**src/rtl/uart_pkg.sv**
```systemverilog
// Shared UART definitions: frame bit constants, message-sender FSM states
// and the baud divisor helper used to size serializer counters.
package uart_pkg;

    localparam logic START_BIT = 1'b0;
    localparam logic STOP_BIT  = 1'b1;
    localparam int   DATA_BITS = 8;

    typedef enum logic [1:0] {
        ST_IDLE,
        ST_LOAD,
        ST_SEND,
        ST_GAP
    } msg_state_t;

    function automatic int calc_baud_div(input int clk_freq, input int baud);
        return clk_freq / baud;
    endfunction

endpackage

```
**src/rtl/uart_tx_core.sv**
```systemverilog
// 8N1 serializer with a ready/valid input handshake; each bit lasts BAUD_DIV
// clock cycles and tx idles high.
module uart_tx_core
    import uart_pkg::*;
#(
    parameter int BAUD_DIV = 868
) (
    input  logic       clk,
    input  logic       rst,
    input  logic       tx_valid,
    input  logic [7:0] tx_data,
    output logic       tx_ready,
    output logic       tx
);

    localparam int              CW         = (BAUD_DIV > 1) ? $clog2(BAUD_DIV) : 1;
    localparam logic [CW-1:0]   BAUD_LAST  = CW'(BAUD_DIV - 1);
    localparam int              FRAME_BITS = DATA_BITS + 2;
    localparam logic [3:0]      LAST_BIT   = 4'(FRAME_BITS - 1);

    logic                 active;
    logic [CW-1:0]        baud_cnt;
    logic [3:0]           bit_cnt;
    logic [DATA_BITS:0]   shift_reg;

    assign tx_ready = !active;

    // bit_cnt numbers the bit currently on the line: 0 = start, 9 = stop.
    always_ff @(posedge clk or posedge rst) begin
        if (rst) begin
            active    <= 1'b0;
            baud_cnt  <= '0;
            bit_cnt   <= '0;
            shift_reg <= '1;
            tx        <= STOP_BIT;
        end else if (!active) begin
            if (tx_valid) begin
                active    <= 1'b1;
                baud_cnt  <= '0;
                bit_cnt   <= '0;
                shift_reg <= {STOP_BIT, tx_data};
                tx        <= START_BIT;
            end
        end else if (baud_cnt == BAUD_LAST) begin
            baud_cnt <= '0;
            if (bit_cnt == LAST_BIT) begin
                active <= 1'b0;
                tx     <= STOP_BIT;
            end else begin
                bit_cnt   <= bit_cnt + 4'd1;
                tx        <= shift_reg[0];
                shift_reg <= {STOP_BIT, shift_reg[DATA_BITS:1]};
            end
        end else begin
            baud_cnt <= baud_cnt + CW'(1);
        end
    end

endmodule

```
**src/rtl/uart_msg_sender.sv**
```systemverilog
// Buffered UART message transmitter: sends msg_len stored characters as 8N1
// frames separated by GAP_CYCLES idle cycles, once or repeating until stop.
module uart_msg_sender
    import uart_pkg::*;
#(
    parameter  int CLK_FREQ   = 100_000_000,
    parameter  int BAUD       = 115200,
    parameter  int DEPTH      = 16,
    parameter  int GAP_CYCLES = 10_000_000,
    parameter  int REPEAT     = 0,
    localparam int AW         = $clog2(DEPTH)
) (
    input  logic          clk,
    input  logic          rst,
    input  logic          wr_en,
    input  logic [AW-1:0] wr_addr,
    input  logic [7:0]    wr_data,
    input  logic [AW:0]   msg_len,
    input  logic          start,
    input  logic          stop,
    output logic          tx,
    output logic          busy,
    output logic          done,
    output logic [AW-1:0] char_idx
);

    localparam int          BAUD_DIV = calc_baud_div(CLK_FREQ, BAUD);
    localparam int          GAP_LAST = (GAP_CYCLES > 0) ? GAP_CYCLES - 1 : 0;
    localparam int          GW       = (GAP_LAST > 0) ? $clog2(GAP_LAST + 1) : 1;
    localparam logic [AW:0] DEPTH_L  = (AW + 1)'(DEPTH);

    logic [7:0]    mem [DEPTH];
    msg_state_t    state, state_next;
    logic [AW:0]   len;
    logic [AW-1:0] idx;
    logic [GW-1:0] gap_cnt;
    logic          stop_flag;
    logic          tx_valid, tx_ready;
    logic [7:0]    tx_data;
    logic          stop_seen, last_char, accept_start, advance, finish_done;

    always_ff @(posedge clk) begin
        if (wr_en) begin
            mem[wr_addr] <= wr_data;
        end
    end

    assign tx_valid = (state == ST_LOAD);
    assign tx_data  = mem[idx];
    assign busy     = (state != ST_IDLE);
    assign char_idx = idx;

    always_ff @(posedge clk or posedge rst) begin
        if (rst) begin
            state <= ST_IDLE;
        end else begin
            state <= state_next;
        end
    end

    // A stop arriving in the same cycle the frame ends counts as seen.
    always_comb begin
        state_next   = state;
        accept_start = 1'b0;
        advance      = 1'b0;
        finish_done  = 1'b0;
        stop_seen    = stop_flag | stop;
        last_char    = ({1'b0, idx} == len - (AW + 1)'(1));
        case (state)
            ST_IDLE: begin
                if (start && msg_len != '0) begin
                    accept_start = 1'b1;
                    state_next   = ST_LOAD;
                end
            end
            ST_LOAD: state_next = ST_SEND;
            ST_SEND: begin
                if (tx_ready) begin
                    if (stop_seen) begin
                        state_next = ST_IDLE;
                    end else if (last_char && REPEAT == 0) begin
                        finish_done = 1'b1;
                        state_next  = ST_IDLE;
                    end else if (GAP_CYCLES == 0) begin
                        advance    = 1'b1;
                        state_next = ST_LOAD;
                    end else begin
                        state_next = ST_GAP;
                    end
                end
            end
            ST_GAP: begin
                if (stop_seen) begin
                    state_next = ST_IDLE;
                end else if (gap_cnt == GW'(GAP_LAST)) begin
                    advance    = 1'b1;
                    state_next = ST_LOAD;
                end
            end
            default: state_next = ST_IDLE;
        endcase
    end

    always_ff @(posedge clk or posedge rst) begin
        if (rst) begin
            len       <= '0;
            idx       <= '0;
            gap_cnt   <= '0;
            stop_flag <= 1'b0;
            done      <= 1'b0;
        end else begin
            done <= finish_done;
            if (accept_start) begin
                len <= (msg_len > DEPTH_L) ? DEPTH_L : msg_len;
                idx <= '0;
            end else if (advance) begin
                idx <= last_char ? '0 : idx + AW'(1);
            end
            if (state == ST_GAP && state_next == ST_GAP) begin
                gap_cnt <= gap_cnt + GW'(1);
            end else begin
                gap_cnt <= '0;
            end
            if (state_next == ST_IDLE) begin
                stop_flag <= 1'b0;
            end else if (state != ST_IDLE && stop) begin
                stop_flag <= 1'b1;
            end
        end
    end

    uart_tx_core #(
        .BAUD_DIV(BAUD_DIV)
    ) u_tx_core (
        .clk      (clk),
        .rst      (rst),
        .tx_valid (tx_valid),
        .tx_data  (tx_data),
        .tx_ready (tx_ready),
        .tx       (tx)
    );

endmodule

```
**config.mk**
```make
export PLATFORM = sky130hd
export DESIGN_NAME = uart_msg_sender
export DESIGN_NICKNAME = d
export VERILOG_FILES = /design/src/rtl/uart_pkg.sv /design/src/rtl/uart_tx_core.sv /design/src/rtl/uart_msg_sender.sv
export SDC_FILE = /design/constraint.sdc
export NUM_CORES = 1
export LEC_CHECK = 0
export BUFFER_PORTS_ARGS = -buffer_cell sky130_fd_sc_hd__buf_2
export CORE_MARGIN = 4
export CORE_UTILIZATION = 58
export CTS_BUF_LIST = sky130_fd_sc_hd__clkbuf_2 sky130_fd_sc_hd__clkbuf_4 sky130_fd_sc_hd__clkbuf_8
export DETAILED_ROUTE_END_ITERATION = 10
export PLACE_DENSITY = 0.81
export SYNTH_ARGS = -nofsm -noshare
export SYNTH_HDL_FRONTEND = slang
export SYNTH_SLANG_ARGS = --single-unit
```
**constraint.sdc**
```tcl
create_clock -name clk -period 2.1 [get_ports clk]
set_clock_uncertainty 0.05 [all_clocks]
set_input_delay 0.42 -clock clk [delete_from_list [all_inputs] [get_ports clk]]
set_output_delay 0.42 -clock clk [all_outputs]
set_load 0.03 [all_outputs]
```
-- Word level (Yosys, flattened, before mapping)
Memory sizes are Yosys's and may differ from the RTL's.
Cells that the tools add are included.
- register bits: 62
- bits of input ports: 22
- logic and storage cells: 85
- memory bits (writable): 128
- output and inout port bits: 7
- memories kept: 1
- memories (name ; depth ; width ; rd ports ; clocked after memory_dff ; write ports ; line ; text):
    mem ; 16 ; 8 ; 1 ; 0 ; 1 ; uart_msg_sender.sv:32 ; logic [7:0] mem [DEPTH];
- eq/ne operators: 10
- $lt $le $gt $ge: 1
- bitwise gates (word level): 1
- add/subtract/negate cells: 5
- multiplexer cells: 44
- reductions and logical operators: 12
- operator list (kind ; number):
    $mux 9 ; 4
    $mux 10 ; 3
    $mux 4 ; 7
    $add 24x1->24 const B ; 1
    $eq 24x24->1 const B ; 1
    $mux 24 ; 1
    $mux 1 ; 21
    $mux 2 ; 6
    $add 10x1->10 const B ; 1
    $eq 10x10->1 const B ; 1
    $add 4x1->4 const B ; 2
    $pmux 2 s4 ; 1
    $reduce_bool 2->1 ; 4
    $eq 2x2->1 const B ; 3
    $eq 4x5->1 ; 1
    $gt 5x5->1 const B ; 1
    $mux 5 ; 1
    $reduce_bool 5->1 ; 1
    $sub 5x1->5 const B ; 1
    $eq 4x4->1 const B ; 1
    $logic_not 2->1 ; 2
    $ne 2x2->1 const B ; 2
    $logic_and 1x1->1 ; 3
    $reduce_and 3->1 ; 1
    other kinds (3) ; 3

-- Depth between registers and ports, before layout
Gate-level depths: netlist of run 1.
- depth in word-level cells: 9
- mapped depth: 8
- depth with buffers taken out: 7

-- By module
From an unflattened synthesis of run 1, not the netlist that was laid out.
- cell total of the unflattened synthesis: 523
- area total of the unflattened synthesis: 8145.3 sq um
- modules (own cells, without submodules) (module ; seq. area each (sq um) ; times used ; area each (sq um) ; cells an instance):
    uart_msg_sender ; 4769.6 ; 1 ; 6860.3 ; 403
    uart_tx_core ; 611.8 ; 1 ; 1285.0 ; 120

-- Worst setup path after synthesis of run 1
Ideal clock, no wire load.
- kind: reg2reg
- start point: register idx[0], in the netlist char_idx[0]
- end point: register u_tx_core.shift_reg[1]
- path slack: -0.174 ns
- stages on the path, launching flop included: 7
- data required time: 1.966 ns
- buffers on the path: 2
- period minus slack after synthesis: 2.274 ns
- arrival: 2.140 ns
- library setup time: 0.084 ns
- path through: dfrtp_1 > buf_6 > buf_2 > mux4_2 > mux4_2 > nand2_1 > a31oi_1
- word-level cells in the longest chain between the ends: 3
- RTL lines (what ; line ; text):
    start: declaration ; uart_msg_sender.sv:35 ; logic [AW-1:0] idx;
    start signal: assignment ; uart_msg_sender.sv:117 ; idx <= last_char ? '0 : idx + AW'(1);
    $mem_v2 16x8 ; - ;
    $mux 9 ; uart_tx_core.sv:37 ; if (tx_valid) begin
    $mux 9 ; uart_tx_core.sv:36 ; end else if (!active) begin
    end signal: assignment ; uart_tx_core.sv:41 ; shift_reg <= {STOP_BIT, tx_data};
    end signal: assignment ; uart_tx_core.sv:52 ; shift_reg <= {STOP_BIT, shift_reg[DATA_BITS:1]};
    end: declaration ; uart_tx_core.sv:24 ; logic [DATA_BITS:0] shift_reg;
Every way passes these cells. The select of a mux whose other input is x is not followed.
A chain may end at the register's enable or synchronous reset.

-- Final worst setup path of run 1
- start point: register len[0]
- end point: register idx[2], in the netlist char_idx[2]
- word-level cells in the longest chain between the ends: 5
- RTL lines (what ; line ; text):
    start: declaration ; uart_msg_sender.sv:34 ; logic [AW:0] len;
    start signal: assignment ; uart_msg_sender.sv:114 ; len <= (msg_len > DEPTH_L) ? DEPTH_L : msg_len;
    $sub 5x1->5 ; uart_msg_sender.sv:68 ; last_char = ({1'b0, idx} == len - (AW + 1)'(1));
    $eq 4x5->1 ; uart_msg_sender.sv:68 ;
    $mux 4 ; uart_msg_sender.sv:117 ;
    $mux 4 ; uart_msg_sender.sv:116 ; end else if (advance) begin
    $mux 4 ; uart_msg_sender.sv:113 ; if (accept_start) begin
Every way passes these cells. The select of a mux whose other input is x is not followed.

==> results.txt, run 1 <==
* Run status: finished, final reports clean
* Global route total overflow: 0
- In this run, the number of DRC markers left after iteration 0 of detailed routing was 558.
* Average routed wire per standard cell: ~20 µm
- The routed design has 16,200 µm of wire.
- Summed over all cells, the static leakage comes to 3.259 nW.
* Vias in the first global route: 5,001
* Biggest regs: mem: 128 flops, gap_cnt: 24 flops, u_tx_core.baud_cnt: 10 flops
- The commonest cells after synthesis are 128 x sky130_fd_sc_hd__edfxtp_1, 59 x sky130_fd_sc_hd__nor2_1, 52 x sky130_fd_sc_hd__dfrtp_1, 47 x sky130_fd_sc_hd__nand2_1, 39 x sky130_fd_sc_hd__mux4_2.
* Max FFs per register: 128
- A synthesized cell averages about 15 µm².
- TritonCTS built the clock tree.
- Number of setup violations in the final report: 0
- The number of nets in the synthesized netlist is 575.
* Layout Nets: about 650
- For this run, the number of Yosys warnings is 0.
- After layout, the design draws a total of approximately 8.6 mW.
- Most area-hungry cell type in the Yosys netlist: sky130_fd_sc_hd__edfxtp_1
* Final Hold Slack: 0.1644 ns
- Clock-pin slew was measured on the worst setup and hold paths at 0.11 ns.
* Fillers: 915
- The clock period could shrink to about 2.0 ns.
- For the worst setup path, the data arrival time is approximately 2.4 ns.
* Buffers from clock root to sink, at most: 2
- Measured against its own limit, the worst slew margin works out to approximately 67%.
- Dominant cells by area after synthesis: sky130_fd_sc_hd__edfxtp_1 47%, sky130_fd_sc_hd__dfrtp_1 16%, sky130_fd_sc_hd__mux4_2 11%, sky130_fd_sc_hd__dfstp_2 2.9%, sky130_fd_sc_hd__nor2_1 2.7%
- Post-placement worst setup slack: 0.02144 ns
- The pre-antenna-repair detailed-routing pass consisted of 5 iterations.
* Post-Place Cell Area: about 8700 µm²
* Critical path endpoint category: flop
- Routability-driven placement finished with a final weighted congestion of 0.8540.
- The final hold violation count is 0.
* Area Overhead vs Synth: 12.99%
- The tightest min-delay check is of the primary input to flop type.
* Detail Placement HPWL: between 10,000 and 15,000 µm
- Number of vias after detailed routing: 4,879
* CP startpoint kind: flop
- At the worst endpoint, the required time is roughly 2.5 ns.
- For the worst-skew pair, the clock arrives at the later sink with an insertion delay of around 0.47 ns.
- Die H: 126.5 µm
* Number of cells produced by synthesis: 547
- Most flops, register: mem
- Counting flops and latches in the post-synthesis netlist gives 189.
* Count of distinct cell types in the synthesized netlist: 56
* Die width: about 130 µm
- The sequential cells in the finished layout cover a total of 5383 µm².
- Final slew viol count: 0
* Pin count of the biggest net entering global routing: 35
* Sequential share of the synthesized area: between 60% and 70%
- Power per unit of standard cell area: 936.5 nW/µm²
* Summed instance area of the synthesized netlist: 8142 µm²
- The number of antenna violations at the first check in global routing is 0.
* Vias per cell: 6.023
- Category of the critical setup timing path: flop to flop
- CTS placed an instance of sky130_fd_sc_hd__clkbuf_8 at the clock tree root.
- At the pin with the least slew margin, the transition time is between 0.4 and 0.5 ns.
- Core region area: 13,830 µm²
- Post-route cell area: 9199 µm²
- Counting flops with a built-in enable in the synthesized netlist gives about 130.
- Max Freq: 0.4929 GHz
* Share of the synthesized area in the top cell type: 47.21%
- Site row count: 43
- Cell with the most instances after synthesis: sky130_fd_sc_hd__edfxtp_1
- For this design, the sink count on the clock tree is 189.
- Wire length of the first global-routing pass: 26,230 µm
* Final ANT Viol Nets: 0
- Antenna diodes: 0
- # DRC: 0
- H-tree lvl count: 4
* Synth async-reset ratio: 32.28%
- Final period util: 96.61%
* Port buffer count: 28
- Once routing completed, OpenROAD measured the worst setup slack at a little over 0.07 ns.
* Total die area: 16,000 µm²
* Initial core utilization: 58.88%
- GRT Total Usage: roughly a fifth
- Boundary Pins: 29
* Biggest fanout along the worst timing path: 5
- Max-cap violation count: 0
* Area occupied by multi-input gates: ~2600 µm²
- Primary flip-flop cell chosen by synthesis mapping: sky130_fd_sc_hd__edfxtp_1
- Counting the buffers created by CTS gives 17.
* Largest voltage drop on the vdd net: 721.0 µV
- Of the cells placed in the final design, the portion with a size suffix greater than 1 is 26.67%.
[final timing paths]
kind                             from                      to  slack, ns  depth (start not counted)
hold / removal             msg_len[4]                  len[4]       0.16                          3
hold reg to reg            gap_cnt[0]              gap_cnt[0]       0.41                          1
min in group asynchronous         rst   u_tx_core.baud_cnt[8]       0.38                          3
max in group asynchronous         rst  u_tx_core.shift_reg[3]       1.00                          4
setup reg to reg               len[0]             char_idx[2]       0.07                          8
setup / recovery               len[0]             char_idx[2]       0.07                          8
[per-stage QoR]
stage	std cells	utilization (%)	setup TNS, ns
global placement	775	63.08	0
detailed placement	775	63.08	0
floorplan	547	-	-0.001605
CTS	808	66.24	0
global route	810	66.53	-0.1007
finish	810	66.53	0
[timing repair]
item / 4_1_cts / 5_1_grt
pin swaps: 0 / 2
buffers inserted: 0 / 2
endpoints found under the hold margin: 10 / 0
setup endpoints to repair: 1 / 13
gates cloned: 0 / 0
hold buffers: 1 / 0
resized for setup: 1 / 3
[power by group]
group / total [mW] / switching, mW / leakage [nW] / internal (mW)
Clock: 2.49 / 1.47 / 0.207 / 1.03
Sequential: 4.57 / 0.259 / 1.94 / 4.31
Combinational: 1.55 / 0.847 / 1.11 / 0.703
Total: 8.61 / 2.57 / 3.26 / 6.04
[cells by family (layout without fill, tap and decap cells)]
kind of cell | Yosys count | in the layout | synth area share, %
AOI/OAI and AO/OA | 47 | 47 | 3.827
adders and majority gates | 6 | 6 | 0.9221
xor gates and xnor gates | 30 | 30 | 3.227
and+or+nand+nor | 197 | 197 | 12.11
DFF | 189 | 189 | 66.10
buffers and inverters | 36 | 119 | 2.459
muxes | 42 | 42 | 11.36
[cells in the final DEF, fill, tap and decap left out, types with 2 or more instances in the layout]
cell type,synthesis,routed
sky130_fd_sc_hd__nand2b_1,4,4
sky130_fd_sc_hd__nand2_1,47,47
sky130_fd_sc_hd__and3_1,5,5
sky130_fd_sc_hd__clkinvlp_4,0,2
sky130_fd_sc_hd__and4_1,3,3
sky130_fd_sc_hd__buf_12,0,4
sky130_fd_sc_hd__inv_8,0,4
sky130_fd_sc_hd__nor3b_1,3,3
sky130_fd_sc_hd__nor2_1,59,59
sky130_fd_sc_hd__buf_2,6,28
sky130_fd_sc_hd__ha_1,6,5
sky130_fd_sc_hd__o21ai_0,17,17
sky130_fd_sc_hd__nor4_1,7,7
sky130_fd_sc_hd__mux2i_1,2,2
sky130_fd_sc_hd__clkbuf_8,3,17
sky130_fd_sc_hd__nand3b_1,9,9
sky130_fd_sc_hd__buf_4,1,39
sky130_fd_sc_hd__nor3_1,19,19
sky130_fd_sc_hd__xnor2_1,20,20
sky130_fd_sc_hd__mux4_2,39,39
sky130_fd_sc_hd__nand4_1,7,7
sky130_fd_sc_hd__nand3_1,16,16
sky130_fd_sc_hd__dfrtp_1,52,51
sky130_fd_sc_hd__xor2_1,10,10
sky130_fd_sc_hd__clkinv_8,0,3
sky130_fd_sc_hd__a31oi_1,12,12
sky130_fd_sc_hd__or4_1,3,3
sky130_fd_sc_hd__inv_1,15,14
sky130_fd_sc_hd__dfstp_2,9,9
sky130_fd_sc_hd__a21oi_1,6,6
sky130_fd_sc_hd__nand4b_1,3,3
sky130_fd_sc_hd__and3_2,2,2
sky130_fd_sc_hd__edfxtp_1,128,128
sky130_fd_sc_hd__inv_6,0,3
[critical path, stage by stage (launching register included)]
cell and delay [ns]:
sky130_fd_sc_hd__dfrtp_1 0.43, sky130_fd_sc_hd__inv_1 0.09, sky130_fd_sc_hd__ha_1 0.23, sky130_fd_sc_hd__nand3b_1 0.14
sky130_fd_sc_hd__a21oi_1 0.12, sky130_fd_sc_hd__o311ai_4 0.44, sky130_fd_sc_hd__buf_4 0.21, sky130_fd_sc_hd__nand4b_1 0.09
sky130_fd_sc_hd__a31oi_1 0.16
[area by class of cell]
class	count	area share [%]
Timing Repair Buffer	72	5.686
Inverter	15	0.6121
Clock buffer	17	2.544
Clock inverter	15	2.067
Tap cell	180	2.448
Sequential cell	189	58.51
Multi-Input combinational cell	322	28.13
[metal layers]
metal	vias up	part of all wire [%]	track usage, %
li1	2220	-	-
met1	2479	41	27.39
met2	154	52	36.08
met3	26	4.7	4.126
met4	0	2.2	8.265
met5	-	0	0
(Power assumes the default switching activity.)
==> run 2: changes to the inputs <==
--- a/config.mk
+++ b/config.mk
@@ -6,7 +6,6 @@
 export NUM_CORES = 1
 export LEC_CHECK = 0
 export BUFFER_PORTS_ARGS = -buffer_cell sky130_fd_sc_hd__buf_2
-export CORE_MARGIN = 4
 export CORE_UTILIZATION = 58
 export CTS_BUF_LIST = sky130_fd_sc_hd__clkbuf_2 sky130_fd_sc_hd__clkbuf_4 sky130_fd_sc_hd__clkbuf_8
 export DETAILED_ROUTE_END_ITERATION = 10
==> run 2 against run 1 <==
Sequential share of layout area fell by 0.20 points; flip-flop and latch count unchanged; utilization up 2.1 points; maximum frequency rose by 0.61%; setup slack better by 0.012 ns; highest routed layer unchanged.
==> results.txt, run 2 (synthesized netlist as in run 1, its figures left out) <==
* Layout Nets: 653
- Hold violation count in the final report: 0
- R2R setup slack: 0.08 ns
- Final period util: 96.03%
* Most common library cell in the layout ignoring fill and taps: sky130_fd_sc_hd__edfxtp_1
- Worst reg2reg endpoint: u_tx_core.shift_reg[4]
- Area Overhead vs Synth: 13.37%
- Dividing the detail-routed via count by the number of cells gives ~6.0.
- TritonCTS Sinks: ~190
- Vias in the first global route: 5,043
- The number of max-slew violations in the final report came to 0.
- Setup repair after global routing missed its margin: yes
- In the layout the commonest cells are 128 x sky130_fd_sc_hd__edfxtp_1, 59 x sky130_fd_sc_hd__nor2_1, 51 x sky130_fd_sc_hd__dfrtp_1, 47 x sky130_fd_sc_hd__nand2_1, 46 x sky130_fd_sc_hd__buf_4.
- Biggest regs: mem: 128 flops, gap_cnt: 24 flops, u_tx_core.baud_cnt: 10 flops
* Core region area: 13,450 µm²
- Worst reg2reg path startpoint: u_tx_core.baud_cnt[4]
* Total CTS buffers: 17
- Input and output buffers added on the ports amount to 28.
* Total die area: between 10,000 and 15,000 µm²
- For the worst flop-to-flop path, the logic depth is 6.
- CP startpoint kind: flop
* Site row count: 42
* Arrival time reported for the critical path endpoint: 2.34 ns
- Die H: between 100 and 150 µm
* Clock root buffer: sky130_fd_sc_hd__clkbuf_8
- At the end of the flow the core is filled with cells to 68.61%.
- Once routing completed, OpenROAD measured the worst setup slack at 0.08343 ns.
- The wire-length estimate of the detail-placed layout is 10,920 µm.
* TritonCTS clock tree: built
* Post-placement worst setup slack: 0.03787 ns
- Required time reported for the critical path endpoint: 2.42 ns
* Static Leakage: 3.296 nW
* Final WL: 16,080 µm
- Across all layers, the routed design uses 4,906 vias.
- 29 I/O pins were placed.
- In this run the worst setup path terminates at u_tx_core.shift_reg[4].
- Setup violations remaining at the end of the flow were counted as 0.
* Class of the tightest hold or removal check: primary input to flop
- The clock passes through at most 2 buffers.
- For this run, design rule violations remaining after detail routing come to 0.
* Average routed wire per standard cell: about 20 µm
* Min cycle time layout: 2.017 ns
- Critical path endpoint category: flop
* Post-Place Cell Area: around 9000 µm²
* Die width: about 120 µm
* Category of the critical setup timing path: flop to flop
- Initial antenna violation count: 0
- In the final layout, the share of cells above drive strength 1 is 27.59%.
- Most flops, register: mem
- The worst pin sits at a relative slew slack of 55.60%.
- For this configuration, the core starts out at a cell density of 60.52%.
- The count of nets left with antenna violations once routing finished came out at 0.
- VDD sags by at most slightly above 600 µV.
- Number of DRC violations after detailed-routing iteration 0: 533
* Run status: finished, final reports clean
- Total instance count after detailed placement: 777
- H-tree lvl count: 4
* Biggest fanout along the worst timing path: 16
* Power per unit of standard cell area: 910.1 nW/µm²
- Worst-Skew Late Latency: around 0.46 ns
- Router iterations before antenna repair: 5
* Antenna diodes: 0
- Entering global routing, the biggest net connects 35 pins.
* Launch instance of the worst min-delay path: msg_len[4]
- Post-CTS clock slew at the launch and capture registers of the worst setup and hold paths: 0.09 ns
- The critical path starts at u_tx_core.baud_cnt[4].
* GRT Total Usage: 24.11%
* Final standard cell count with taps included and fillers excluded: roughly 810
- Max Freq: 0.4959 GHz
- After filler insertion, the fill cell instance count of the layout stands at 904.
- The congestion estimate from routability-driven global placement came to between 0.8 and 0.9.
- Max-cap violations in this run came to 0.
- Post-route cell area: between 9000 and 10,000 µm²
* Global route total overflow: 0
* Worst-Margin Slew: 0.6651 ns
- The first global-routing pass estimated about 26,000 µm of wire.
* Max FFs per register: 128
==> run 2: per-layer routing <==
layer / part of all wire (%) / up-vias / track usage, %
li1: - / 2230 / -
met1: 41 / 2483 / 31.35
met2: 52 / 162 / 40.41
met3: 5.0 / 31 / 4.623
met4: 2.3 / 0 / 9.414
met5: 0 / - / 0
==> run 2: critical path: stages, from the launching register on <==
cell,delay [ns]
sky130_fd_sc_hd__dfrtp_1,0.39
sky130_fd_sc_hd__or3_4,0.40
sky130_fd_sc_hd__or4b_4,0.52
sky130_fd_sc_hd__a21oi_4,0.21
sky130_fd_sc_hd__buf_12,0.17
sky130_fd_sc_hd__nor2_1,0.04
sky130_fd_sc_hd__a31oi_1,0.16
==> run 2: per-stage QoR <==
stage | setup TNS [ns] | total power, mW | hold slack, ns
2_1_floorplan | -0.001605 | 5.611 | 0.3745
3_3_place_gp | 0 | 5.960 | 0.3882
3_5_place_dp | 0 | 6.073 | 0.3993
4_1_cts | 0 | 8.369 | 0.1374
5_1_grt | -0.04651 | 8.786 | 0.1585
6_report | 0 | 8.401 | 0.1720
==> run 2: worst min path at each step <==
stage | to | cells past startpoint
global placement | gap_cnt[0] | 1
global route | len[4] | 3
detailed placement | gap_cnt[0] | 1
finish | len[4] | 3
CTS | len[4] | 3
floorplan | gap_cnt[0] | 1
==> run 2: what timing repair did <==
action	in CTS	in global routing
gates resized for setup	0	5
hold buffers	1	0
setup endpoints to repair	0	17
setup buffers	0	4
hold endpoints to repair	3	0
==> run 2: layout make-up <==
class	instances	area [µm²]	share of cell area (%)
inverter	15	56.30	0.6100
clock buffer	18	241.5	2.616
sequential	189	5383	58.32
tap	176	220.2	2.386
multi-input combinational	322	2585	28.01
timing repair buffer	80	595.6	6.452
clock inverter	14	148.9	1.613
==> run 2: power by group <==
part           total (mW)  internal [mW]  switching [mW]
logic                1.51          0.687           0.821
clock network        2.33          0.997            1.33
registers            4.57           4.31           0.254
